**src/rtl/led_sched_pkg.sv**
```systemverilog
// Shared types and constants for the LED divider scheduler.
// Holds the FSM state encoding, the schedule-table entry layout and the
// small helpers used to step through the table.
package led_sched_pkg;

  localparam int DIV_W   = 5;
  localparam int DWELL_W = 8;
  localparam int IDX_W   = 3;
  localparam int TBL_N   = 8;

  typedef enum logic [2:0] {
    S_IDLE  = 3'd0,
    S_LOAD  = 3'd1,
    S_WRITE = 3'd2,
    S_DWELL = 3'd3,
    S_MAN   = 3'd4
  } state_t;

  typedef struct packed {
    logic [DIV_W-1:0]   div;
    logic [DWELL_W-1:0] dwell;
  } entry_t;

  // Sequence step: wrap to entry 0 once the last active entry is reached
  // (or when the index already sits beyond a shortened sequence).
  function automatic logic [IDX_W-1:0] next_idx(input logic [IDX_W-1:0] idx,
                                                input logic [IDX_W-1:0] last);
    return (idx >= last) ? '0 : idx + 1'b1;
  endfunction

  // A zero dwell would make an entry vanish; it is stretched to one tick.
  function automatic logic [DWELL_W-1:0] eff_dwell(input logic [DWELL_W-1:0] d);
    return (d == '0) ? DWELL_W'(1) : d;
  endfunction

endpackage

```
**src/rtl/led_tick_gen.sv**
```systemverilog
// Dwell timer: a prescaler dividing clk100 by TICK_DIV feeding a tick
// counter that saturates at the terminal count. clr restarts both.
// expire is high in the last cycle of the dwell and stays high while the
// counter is saturated, so an expiry that lands while the scheduler is
// busy elsewhere is still visible when it comes back.
module led_tick_gen
  import led_sched_pkg::*;
#(
  parameter int TICK_DIV = 100000
) (
  input  logic               clk100,
  input  logic               rst,
  input  logic               clr,
  input  logic [DWELL_W-1:0] term,
  output logic               expire
);

  localparam int PW = (TICK_DIV > 2) ? $clog2(TICK_DIV) : 1;
  localparam logic [PW-1:0] PRESC_LAST = PW'(TICK_DIV - 1);

  logic [PW-1:0]      presc;
  logic [DWELL_W-1:0] tick_cnt;
  logic               presc_wrap;
  logic               at_term;

  assign presc_wrap = (presc == PRESC_LAST);
  assign at_term    = (tick_cnt == term);

  // Prescaler and tick counter; counting stops once the terminal count is held.
  always_ff @(posedge clk100 or posedge rst) begin
    if (rst) begin
      presc    <= '0;
      tick_cnt <= '0;
    end else if (clr) begin
      presc    <= '0;
      tick_cnt <= '0;
    end else if (!at_term) begin
      if (presc_wrap) begin
        presc    <= '0;
        tick_cnt <= tick_cnt + 1'b1;
      end else begin
        presc <= presc + 1'b1;
      end
    end
  end

  // Expiry: saturated, or the final prescaler cycle of the final tick.
  always_comb begin
    expire = at_term || (presc_wrap && (tick_cnt == (term - DWELL_W'(1))));
  end

endmodule

```
**src/rtl/led_div_sched.sv**
```systemverilog
// LED divider scheduler: walks an 8-entry {div, dwell} table, writing each
// divider to the LED counter with a one-cycle wren_o and holding it for
// dwell ticks. A manual request can inject a divider at any IDLE or DWELL
// cycle. Optional one-shot mode (macro LED_SCHED_ONESHOT_EN) stops after the
// last active entry and pulses done_o.
module led_div_sched
  import led_sched_pkg::*;
#(
  parameter int TICK_DIV = 100000,
  parameter int NUM_ENT  = 8
) (
  input  logic         clk100,
  input  logic         rst,
  input  logic         en_i,
  input  logic [2:0]   len_i,
  input  logic         tbl_we_i,
  input  logic [2:0]   tbl_addr_i,
  input  logic [4:0]   tbl_div_i,
  input  logic [7:0]   tbl_dwell_i,
  input  logic         man_req_i,
  input  logic [4:0]   man_div_i,
  output logic [4:0]   div_o,
  output logic         wren_o,
  output logic         man_ack_o,
  output logic         busy_o,
  output logic [2:0]   idx_o,
`ifdef LED_SCHED_ONESHOT_EN
  output logic         done_o,
`endif
  output logic [2:0]   dbg_state
);

  // Manual handshake: man_req_i is a level held by the requester until it
  // sees man_ack_o. man_ack_o is a single-cycle pulse issued together with
  // the manual wren_o; the requester drops man_req_i in that same cycle.
  // A request raised during LOAD or WRITE waits for the next IDLE/DWELL.

  state_t             state;
  state_t             ret_state;
  entry_t             tbl [NUM_ENT];
  entry_t             cur_ent;
  logic [DWELL_W-1:0] dwell_q;
  logic               tick_clr;
  logic               expire;
  logic               start_ok;

`ifdef LED_SCHED_ONESHOT_EN
  // After a completed one-shot pass, en_i must go low before a restart.
  logic armed;
  assign start_ok = armed;
`else
  assign start_ok = 1'b1;
`endif

  assign cur_ent   = tbl[idx_o];
  assign tick_clr  = (state == S_WRITE);
  assign dbg_state = state;

  // Schedule table; a LOAD in the same cycle as a write sees the old entry.
  always_ff @(posedge clk100 or posedge rst) begin
    if (rst) begin
      for (int i = 0; i < NUM_ENT; i++) begin
        tbl[i] <= '0;
      end
    end else if (tbl_we_i) begin
      tbl[tbl_addr_i] <= '{div: tbl_div_i, dwell: tbl_dwell_i};
    end
  end

  led_tick_gen #(
    .TICK_DIV (TICK_DIV)
  ) u_tick (
    .clk100 (clk100),
    .rst    (rst),
    .clr    (tick_clr),
    .term   (dwell_q),
    .expire (expire)
  );

  // Scheduler FSM with registered outputs; wren_o is high in WRITE and MAN.
  always_ff @(posedge clk100 or posedge rst) begin
    if (rst) begin
      state     <= S_IDLE;
      ret_state <= S_IDLE;
      div_o     <= '0;
      wren_o    <= 1'b0;
      man_ack_o <= 1'b0;
      busy_o    <= 1'b0;
      idx_o     <= '0;
      dwell_q   <= '0;
`ifdef LED_SCHED_ONESHOT_EN
      done_o    <= 1'b0;
      armed     <= 1'b1;
`endif
    end else begin
      wren_o    <= 1'b0;
      man_ack_o <= 1'b0;
`ifdef LED_SCHED_ONESHOT_EN
      done_o    <= 1'b0;
      if (!en_i) begin
        armed <= 1'b1;
      end
`endif
      case (state)
        S_IDLE: begin
          if (man_req_i) begin
            state     <= S_MAN;
            ret_state <= S_IDLE;
            div_o     <= man_div_i;
            wren_o    <= 1'b1;
            man_ack_o <= 1'b1;
            busy_o    <= 1'b1;
          end else if (en_i && start_ok) begin
            state  <= S_LOAD;
            idx_o  <= '0;
            busy_o <= 1'b1;
          end
        end
        S_LOAD: begin
          if (!en_i) begin
            state  <= S_IDLE;
            busy_o <= 1'b0;
          end else begin
            div_o   <= cur_ent.div;
            dwell_q <= eff_dwell(cur_ent.dwell);
            wren_o  <= 1'b1;
            state   <= S_WRITE;
          end
        end
        S_WRITE: begin
          state <= S_DWELL;
        end
        S_DWELL: begin
          if (man_req_i) begin
            state     <= S_MAN;
            ret_state <= S_DWELL;
            div_o     <= man_div_i;
            wren_o    <= 1'b1;
            man_ack_o <= 1'b1;
          end else if (!en_i) begin
            state  <= S_IDLE;
            busy_o <= 1'b0;
          end else if (expire) begin
`ifdef LED_SCHED_ONESHOT_EN
            if (idx_o == len_i) begin
              state  <= S_IDLE;
              busy_o <= 1'b0;
              done_o <= 1'b1;
              armed  <= 1'b0;
            end else begin
              idx_o <= next_idx(idx_o, len_i);
              state <= S_LOAD;
            end
`else
            idx_o <= next_idx(idx_o, len_i);
            state <= S_LOAD;
`endif
          end
        end
        S_MAN: begin
          state  <= ret_state;
          busy_o <= (ret_state != S_IDLE);
        end
        default: begin
          state  <= S_IDLE;
          busy_o <= 1'b0;
        end
      endcase
    end
  end

endmodule
```
**config.mk**
```make
export PLATFORM = sky130hd
export DESIGN_NAME = led_div_sched
export DESIGN_NICKNAME = d
export VERILOG_FILES = /design/src/rtl/led_sched_pkg.sv /design/src/rtl/led_tick_gen.sv /design/src/rtl/led_div_sched.sv
export SDC_FILE = /design/constraint.sdc
export NUM_CORES = 1
export LEC_CHECK = 0
export BUFFER_PORTS_ARGS = -buffer_cell sky130_fd_sc_hd__buf_2
export CAP_MARGIN = 0
export CORE_MARGIN = 2
export CORE_UTILIZATION = 40
export CTS_CLUSTER_SIZE = 10
export DETAILED_ROUTE_END_ITERATION = 16
export HOLD_SLACK_MARGIN = 0.02
export SLEW_MARGIN = 20
export SYNTH_ARGS = -nofsm -noshare
export SYNTH_HDL_FRONTEND = slang
export SYNTH_SLANG_ARGS = --single-unit
```
**constraint.sdc**
```tcl
create_clock -name clk100 -period 5.5 [get_ports clk100]
set_input_delay 0.825 -clock clk100 [delete_from_list [all_inputs] [get_ports clk100]]
set_output_delay 0.825 -clock clk100 [all_outputs]
set_load 0.05 [all_outputs]
```
==> results by stage, run 1 <==
Worst setup path:
- The critical-path maximum fanout is 31.
- The buffer and inverter count on the worst path is 1.
- The setup check on the worst reg-to-reg path leaves a slack of 2.84 ns.
- The cell depth of the worst flop-to-flop path is 7.
- The master of the slowest instance on the critical path is sky130_fd_sc_hd__dfrtp_2.
- The worst setup path is launched from a flip-flop.
- At the worst endpoint, the required time is 4.68 ns.
- The startpoint of the worst-slack reg-to-reg timing path is idx_o[1].
- On the worst path, the slowest cell contributes a delay of 1.00 ns.
- STA classifies the critical path endpoint as an output port.
- The class of the most critical setup path is reg2out.
- STA puts the critical path data arrival time at 1.84 ns.
- The worst register-to-register path ends at dwell_q[0].
- The signal on the critical path passes through buf_2.
- The cell family contributing the most delay on the critical path is flip-flops.

STA:
- Clock skew on the completed layout was measured at 0.00711 ns.
- The final critical-path share of the clock period is 48.5%.
- The total negative slack is 0 ns.
- Setup violations remaining at the end of the flow were counted as 0.
- Counting I/O delays and the setup requirement, the final critical path takes 2.67 ns.
- Setup repair after global routing left no endpoint under its margin.
- The worst relative slew slack is 32.1%.
- The final hold violation count is 0.
- For the pin with the worst max-slew slack, the measured transition is 1.01 ns.
- The maximum frequency from static timing analysis is 0.375 GHz.
- The final max-slew violation count is 0.
- The tightest hold path in the finished design has a slack of 0.489 ns.

Clock network:
- After clock tree synthesis, the clock-pin slew on the worst setup and hold paths is 0.06 ns.
- The tree is rooted in a sky130_fd_sc_hd__clkbuf_16.
- Post-CTS repair changed the size of 0 cells.
- The number of hold-repair buffers added at the cts stage is 0.
- The TritonCTS clock tree is yes.
- The clock latency of the later-clocked register in the worst-skew pair is 0.42 ns.
- The CTS H-tree depth is 4.
- The total number of clock tree sinks is 152.
- The maximum clock path buffer count is 2.
- The number of buffers added by the clock tree synthesis step is 17.
- After clock tree synthesis, the setup repair step added 0 buffers.

Global routing:
- The global routing usage summed across all routing layers is 17.2%.
- The via count of the first global-routing pass is 4988.
- The first global-routing pass estimated 26800 microns of wire.
- After global routing the overflow that remains totals 0.
- The initial antenna violation count came to 0.
- The met2 capacity usage during global routing is 28.4%.
- In the global route stage, met3 resource usage came out at 4.32%.
- The largest net degree at the start of global routing is 107.
- The busiest layer in global routing is met2.
- Global routing used 22.4% of the available met1 tracks.

Synthesis:
- For this run, the leading register cell type out of synthesis is sky130_fd_sc_hd__dfrtp_1.
- The unique cell type count in the Yosys netlist is 60.
- Synthesis inferred 152 register bits.
- In this run, synthesis inferred 0 flip-flops with an integrated enable.
- Counting instances in the post-synthesis netlist gives the leading cell types as sky130_fd_sc_hd__dfrtp_1, sky130_fd_sc_hd__mux2_2, sky130_fd_sc_hd__nor2_1.
- Summed over all instances, the cell type with the most area after synthesis is sky130_fd_sc_hd__dfrtp_1.
- Sequential elements use 50.3% of the synthesized area.
- Synthesis produced 595 cells.
- During synthesis, Yosys emitted a total of 0 warnings.
- The async set-reset flop share out of synthesis is 100%.
- The most frequent cell after synthesis is sky130_fd_sc_hd__dfrtp_1.
- The number of nets produced by synthesis is 631.
- In the post-synthesis netlist, the biggest area contributors are sky130_fd_sc_hd__dfrtp_1, sky130_fd_sc_hd__mux2_2, sky130_fd_sc_hd__mux4_2.
- After synthesis, the mean cell area works out to 12.7 sq um.
- The post-synth design cell area is 7570 sq um.
- The top cell type by area accounts for 50.3% of the synthesized area.

Placement:
- The final weighted congestion in routability-driven placement is 0.842.
- The quantity of I/O buffers inserted on ports is 42.
- Detailed placement finished with a half-perimeter wire length of 10600 microns.

Run status:
- The flow ran to the end, and the final reports show no timing, DRC or antenna violations.

Floorplanning:
- The floorplan step set the die height to 142 microns.
- The initial core utilization is 40.6%.
- The die area is 20000 sq um.
- After floorplanning, the core was sized to cover 18600 sq um.
- The total number of placement rows is 50.
- The die is 142 microns wide.
- The count of pins on the block boundary is 43.

Cells and area:
- The layout overhead on the synthesized area is 14.3%.
- The share of post-route cells with drive strength above 1 is 37.3%.
- The number of nets at the end of the flow is 672.

Route:
- The remaining routing DRC violations is 0.
- Across all layers, the routed design uses 4832 vias.
- The number of nets still failing antenna checks after routing is 0.
- Using the TritonRoute via totals, the vias-per-cell ratio works out to 5.47.
- The first-pass iteration count of the detailed router is 4.
- The detailed router finished its first iteration with 229 violations.
- Dividing the detail-routed wire length by the instance count gives 18.0 microns.
- The wire length reported by the detailed router is 15900 microns.

Min path:
- The path class of the tightest hold or removal check is reg2reg.
- The terminating pin of the worst hold path is div_o[1].
- The startpoint identified for the worst hold timing path is div_o[1].
- Counting instances, the worst hold path has a depth of 2.

Job:
- The tool flagged a number of max-cap violations equal to 0.

Power:
- VDD sags by at most 221 uV.
- The power density over the cells is 443 nW/um^2.
- The static power due to leakage is 3.59 nW.
[registers in the layout, indices dropped and copies added, names as in the netlist]
signal           count
busy_o               1
ret_state            1
wren_o               1
dbg_state            3
u_tick.tick_cnt      8
u_tick.presc        17
tbl                104
man_ack_o            1
dwell_q              8
div_o                5
idx_o                3
[metal layers]
layer | up-vias | part of all wire, %
met5 | - | 0
met4 | 0 | 1.6
met3 | 17 | 3.0
met2 | 62 | 51
met1 | 2470 | 44
li1 | 2283 | -
[placed cells by master, fill, tap and decap left out, types with 7 or more instances in the layout]
cell type and count:
sky130_fd_sc_hd__a21oi_1 27, sky130_fd_sc_hd__inv_1 18, sky130_fd_sc_hd__nand4_1 10, sky130_fd_sc_hd__buf_4 8, sky130_fd_sc_hd__nand3_1 10, sky130_fd_sc_hd__o21ai_0 20, sky130_fd_sc_hd__mux4_2 26, sky130_fd_sc_hd__nand2_1 24
sky130_fd_sc_hd__mux2i_1 11, sky130_fd_sc_hd__buf_2 42, sky130_fd_sc_hd__mux2_2 107, sky130_fd_sc_hd__xnor2_1 13, sky130_fd_sc_hd__clkbuf_16 17, sky130_fd_sc_hd__nor2_1 46, sky130_fd_sc_hd__nor3_1 9, sky130_fd_sc_hd__dfrtp_1 151
sky130_fd_sc_hd__ha_1 7
[kinds of logic after synthesis]
group                      count (synthesis)  synth area share, %
buffers and inverters                     47                 2.61
xor gates and xnor gates                  24                 3.27
DFF                                      152                 50.3
muxes                                    146                 25.5
and+or+nand+nor                          142                 10.4
adders and majority gates                  8                 1.29
AOI/OAI and AO/OA                         76                 6.65
[how the worst max path moves through the flow]
stage	startpoint	end	cells after the start
finish	idx_o[0]	idx_o[0]	1
detailed placement	idx_o[0]	idx_o[2]	8
global route	idx_o[0]	idx_o[2]	8
CTS	idx_o[0]	idx_o[0]	1
floorplan	rst	busy_o	1
global placement	idx_o[1]	dwell_q[0]	7
[final cells by class]
| type | instances | area [sq um] |
|---|---|---|
| sequential | 152 | 3800 |
| clock buffer | 17 | 425 |
| multi-input combinational | 396 | 3590 |
| timing repair buffer | 50 | 270 |
| inverter | 19 | 76.3 |
| clock inverter | 15 | 188 |
| antenna | 1 | 2.50 |
| tap | 234 | 293 |
| fill | 1674 | 9990 |
[report_power, final]
group          switching, mW  total, mW  internal [mW]
Combinational          0.556       1.03          0.470
Sequential             0.233       1.61           1.37
Clock                  0.507       1.19          0.688
[metrics by stage]
stage | std cells | power [mW] | util, % | setup WS [ns] | cell area, sq um
after floorplan | 595 | 2.41 | - | 0.582 | 7570
after global placement | 851 | 2.62 | 43.1 | 2.80 | 8030
after detailed placement | 851 | 2.66 | 43.1 | 2.78 | 8030
after CTS | 883 | 3.88 | 46.4 | 2.74 | 8650
after global routing | 883 | 4.07 | 46.4 | 2.58 | 8650
final | 884 | 3.83 | 46.4 | 2.83 | 8650
No activity file was read; power rests on OpenSTA's default activity.
==> inputs of run 2 (changes only) <==
clock period = 2.5 ns   (was 5.5 ns; I/O delays follow)
==> run 2 against run 1 <==
  * First-iteration DRC count is 6.1% lower
  * Utilization increased by 0.83 points
  * Register-to-register slack lost 2.5 ns
  * Die area did not move
  * Routed wire length rose by 5.4%
  * Clock skew is 0.0021 ns higher
  * Cell area increased by 1.8%
  * Via count is 3.9% higher
  * Critical path depth rose by 6
  * Setup slack worse by 2.5 ns
  * Sequential cell count did not move
  * Critical path type is now reg2reg
  * Critical endpoint is now idx_o[0]
==> results by stage, run 2 (synthesis results as in run 1) <==
Clock network:
- The maximum clock path buffer count is 2 (unchanged).
- The clock latency of the later-clocked register in the worst-skew pair was 0.42 ns (about the same).
- The number of hold-repair buffers added at the cts stage is 0 (unchanged).
- The clock root buffer is sky130_fd_sc_hd__clkbuf_16.
- The clock transition time at the flip-flop clock pins of the worst setup and hold paths came to 0.06 ns (about the same).
- The count of cells resized by post-cts repair is 0 (unchanged).
- The number of buffers added by the clock tree synthesis step is 17 (unchanged).
- The total number of clock tree sinks is 152 (unchanged).
- The CTS H-tree depth is 4 (unchanged).
- The number of buffers inserted by post-CTS setup repair is 0 (unchanged).
- TritonCTS built the clock tree.

Cells and area:
- The total area of multi-input combinational cells is 3580 sq um (-0.14%).
- Counting flops per register, the top entry is tbl.
- The number of filler cells placed in the layout is 1648 (-1.6%).
- The share of post-route cells with drive strength above 1 is 38.1% (+0.81 points).
- The flip-flop and latch area is 3800 sq um (unchanged).
- In the final layout, the registers with the most flip-flops are tbl: 104 flops, u_tick.presc: 17 flops.
- The number of nets at the end of the flow is 688 (+2.4%).
- In the layout the commonest cells are sky130_fd_sc_hd__dfrtp_1, sky130_fd_sc_hd__mux2_2, sky130_fd_sc_hd__nor2_1, sky130_fd_sc_hd__buf_2, sky130_fd_sc_hd__a21oi_1.
- The number of flip-flops in the largest register is 104 (unchanged).
- The number of antenna repair diodes is 0 (-1).
- Leaving out fill and tap cells, the most frequent cell in the layout is sky130_fd_sc_hd__dfrtp_1.
- The layout overhead on the synthesized area is 16.4%.

Worst setup path:
- The worst setup slack for register-to-register paths was 0.32 ns (-2.52 ns).
- The required time of the critical path is 2.80 ns (-1.88 ns).
- The critical-path maximum fanout is 6 (-81%).
- The cell depth of the worst flop-to-flop path was 7 (unchanged).
- The endpoint identified for the worst register-to-register timing path is idx_o[0].
- The worst setup path is captured at a flip-flop.
- The launching element type of the critical path is a flip-flop.
- The critical path is of the reg2reg type.
- The critical path data arrival time is 2.49 ns (+0.65 ns).
- The startpoint of the worst-slack reg-to-reg timing path is u_tick.presc[0].

Route:
- The highest metal layer carrying signal wires in the routed design is met4.
- The routed wirelength normalized by instance count is 18.7 microns (+3.7%).
- The length of routed met2 wiring was 8540 microns (+5.5%).
- The met1 wire length is 7390 microns (+4.6%).
- The number of nets still failing antenna checks after routing is 0 (unchanged).
- The remaining routing DRC violations is 0 (unchanged).
- The total number of vias came to 5021 (+3.9%).
- The post-detailed-route via-to-cell ratio was 5.59 (+2.3%).
- The number of DRC markers after the initial detailed-route iteration was 215 (-6.1%).
- The amount of wire on met3 after detailed routing was 659 microns (+37%).
- The wire length reported by the detailed router was 16800 microns (+5.4%).
- The first-pass iteration count of the detailed router is 4 (unchanged).

Global routing:
- The initial antenna violation count is 0 (unchanged).
- The global route total overflow is 0 (unchanged).
- The global routing usage summed across all routing layers is 18.2% (+1.1 points).
- The global-route wire length before repair is 28400 microns (+5.8%).
- The largest net degree at the start of global routing is 55 (-49%).
- The via count of the first global-routing pass is 5423 (+8.7%).

Floorplanning:
- The area of the core region is 18600 sq um (unchanged).
- The overall die width is 142 microns (unchanged).
- The total number of placement rows came to 50 (unchanged).
- The count of pins on the block boundary came to 43 (unchanged).
- The die area is 20000 sq um (unchanged).
- The die extent in y is 142 microns (unchanged).
- The initial core utilization came to 40.6% (unchanged).

Run status:
- The flow ran to the end, and the final reports show no timing, DRC or antenna violations.

STA:
- The setup skew after layout came to 0.00917 ns (+0.00207 ns).
- Based on the critical path, the design can be clocked at up to 0.458 GHz.
- The total negative slack came to 0 ns (unchanged).
- The final hold slack is 0.0832 ns (-0.406 ns).
- The final max-slew violation count is 0 (unchanged).
- The worst relative slew slack is 49.1% (+17 points).
- The final critical-path share of the clock period is 87.3%.
- The final hold violation count was 0 (unchanged).
- The number of endpoints failing setup at the final stage is 0 (unchanged).
- The slew at the pin closest to its max-slew limit is 0.762 ns (-0.251 ns).
- Setup repair after global routing left no endpoint under its margin.
- The time the final worst path needs with I/O delays and setup is 2.18 ns.
- The final worst-path setup slack is 0.317 ns (-2.52 ns).

Placement:
- The worst setup slack after placement came to 0.300 ns (-2.49 ns).
- The final weighted congestion in routability-driven placement came to 0.848 (+0.64%).
- The detailed placement HPWL is 11400 microns (+7.8%).
- The quantity of I/O buffers inserted on ports was 42 (unchanged).

Job:
- The count of max-cap constraint violations is 0 (unchanged).

Power:
- The power consumption came to 8.48 mW (+120%).
- The static power due to leakage is 3.66 nW (+2.0%).
- The maximum resistive drop on vdd is 577 uV (+160%).
- The power density over the cells is 963 nW/um^2 (+120%).

Min path:
- The worst min-delay path class is in2async.
==> run 2: changes by cell type in the layout (fill, tap and decap cells not counted), sizes merged <==
cell and delta:
bufinv +1, buf +16, clkinvlp +2, inv -5
clkinv -3, diode -1, clkbuf +4
==> run 2: critical path, stage by stage, from the launching register on <==
cell	delay, ns
sky130_fd_sc_hd__dfrtp_1	0.40
sky130_fd_sc_hd__ha_1	0.20
sky130_fd_sc_hd__and4_1	0.31
sky130_fd_sc_hd__nand4_1	0.15
sky130_fd_sc_hd__nor4_1	0.28
sky130_fd_sc_hd__o2111ai_1	0.16
sky130_fd_sc_hd__a21bo_2	0.28
sky130_fd_sc_hd__mux2_4	0.30
==> run 2: cell type report <==
type	count	share of cell area, %
clock buffer	21	5.12
inverter	19	0.853
multi-input combinational	396	40.7
clock inverter	10	1.63
timing repair buffer	66	5.14
sequential	152	43.2
tap	234	3.33
==> run 2: worst max path at each step <==
stage	from	end	slack, ns
final	u_tick.presc[0]	idx_o[0]	0.32
after global routing	u_tick.presc[0]	idx_o[0]	0.14
after CTS	u_tick.presc[0]	idx_o[0]	0.29
after detailed placement	u_tick.presc[0]	idx_o[0]	0.30
after global placement	u_tick.presc[0]	idx_o[0]	0.34
after floorplan	rst	idx_o[0]	0.04
==> run 2: metal layers <==
| metal | up-vias | GRT usage [%] |
|---|---|---|
| met2 | 101 | 30.7 |
| met5 | - | 0 |
| met3 | 14 | 3.85 |
| met1 | 2606 | 23.7 |
| li1 | 2300 | - |
| met4 | 0 | 5.95 |
==> run 2: report_power, final <==
group	switching [mW]	leakage, nW	total (mW)	internal, mW
Clock	0.995	0.280	2.59	1.60
Sequential	0.466	1.88	3.49	3.03
Combinational	1.31	1.50	2.39	1.08
Total	2.77	3.66	8.48	5.71
==> run 2: per-stage QoR <==
step,util (%),area [sq um],cells
6_report,47.2,8800,898
5_1_grt,47.2,8800,898
4_1_cts,47.2,8800,898
3_5_place_dp,44.0,8210,867
3_3_place_gp,44.0,8210,867
2_1_floorplan,-,7570,595
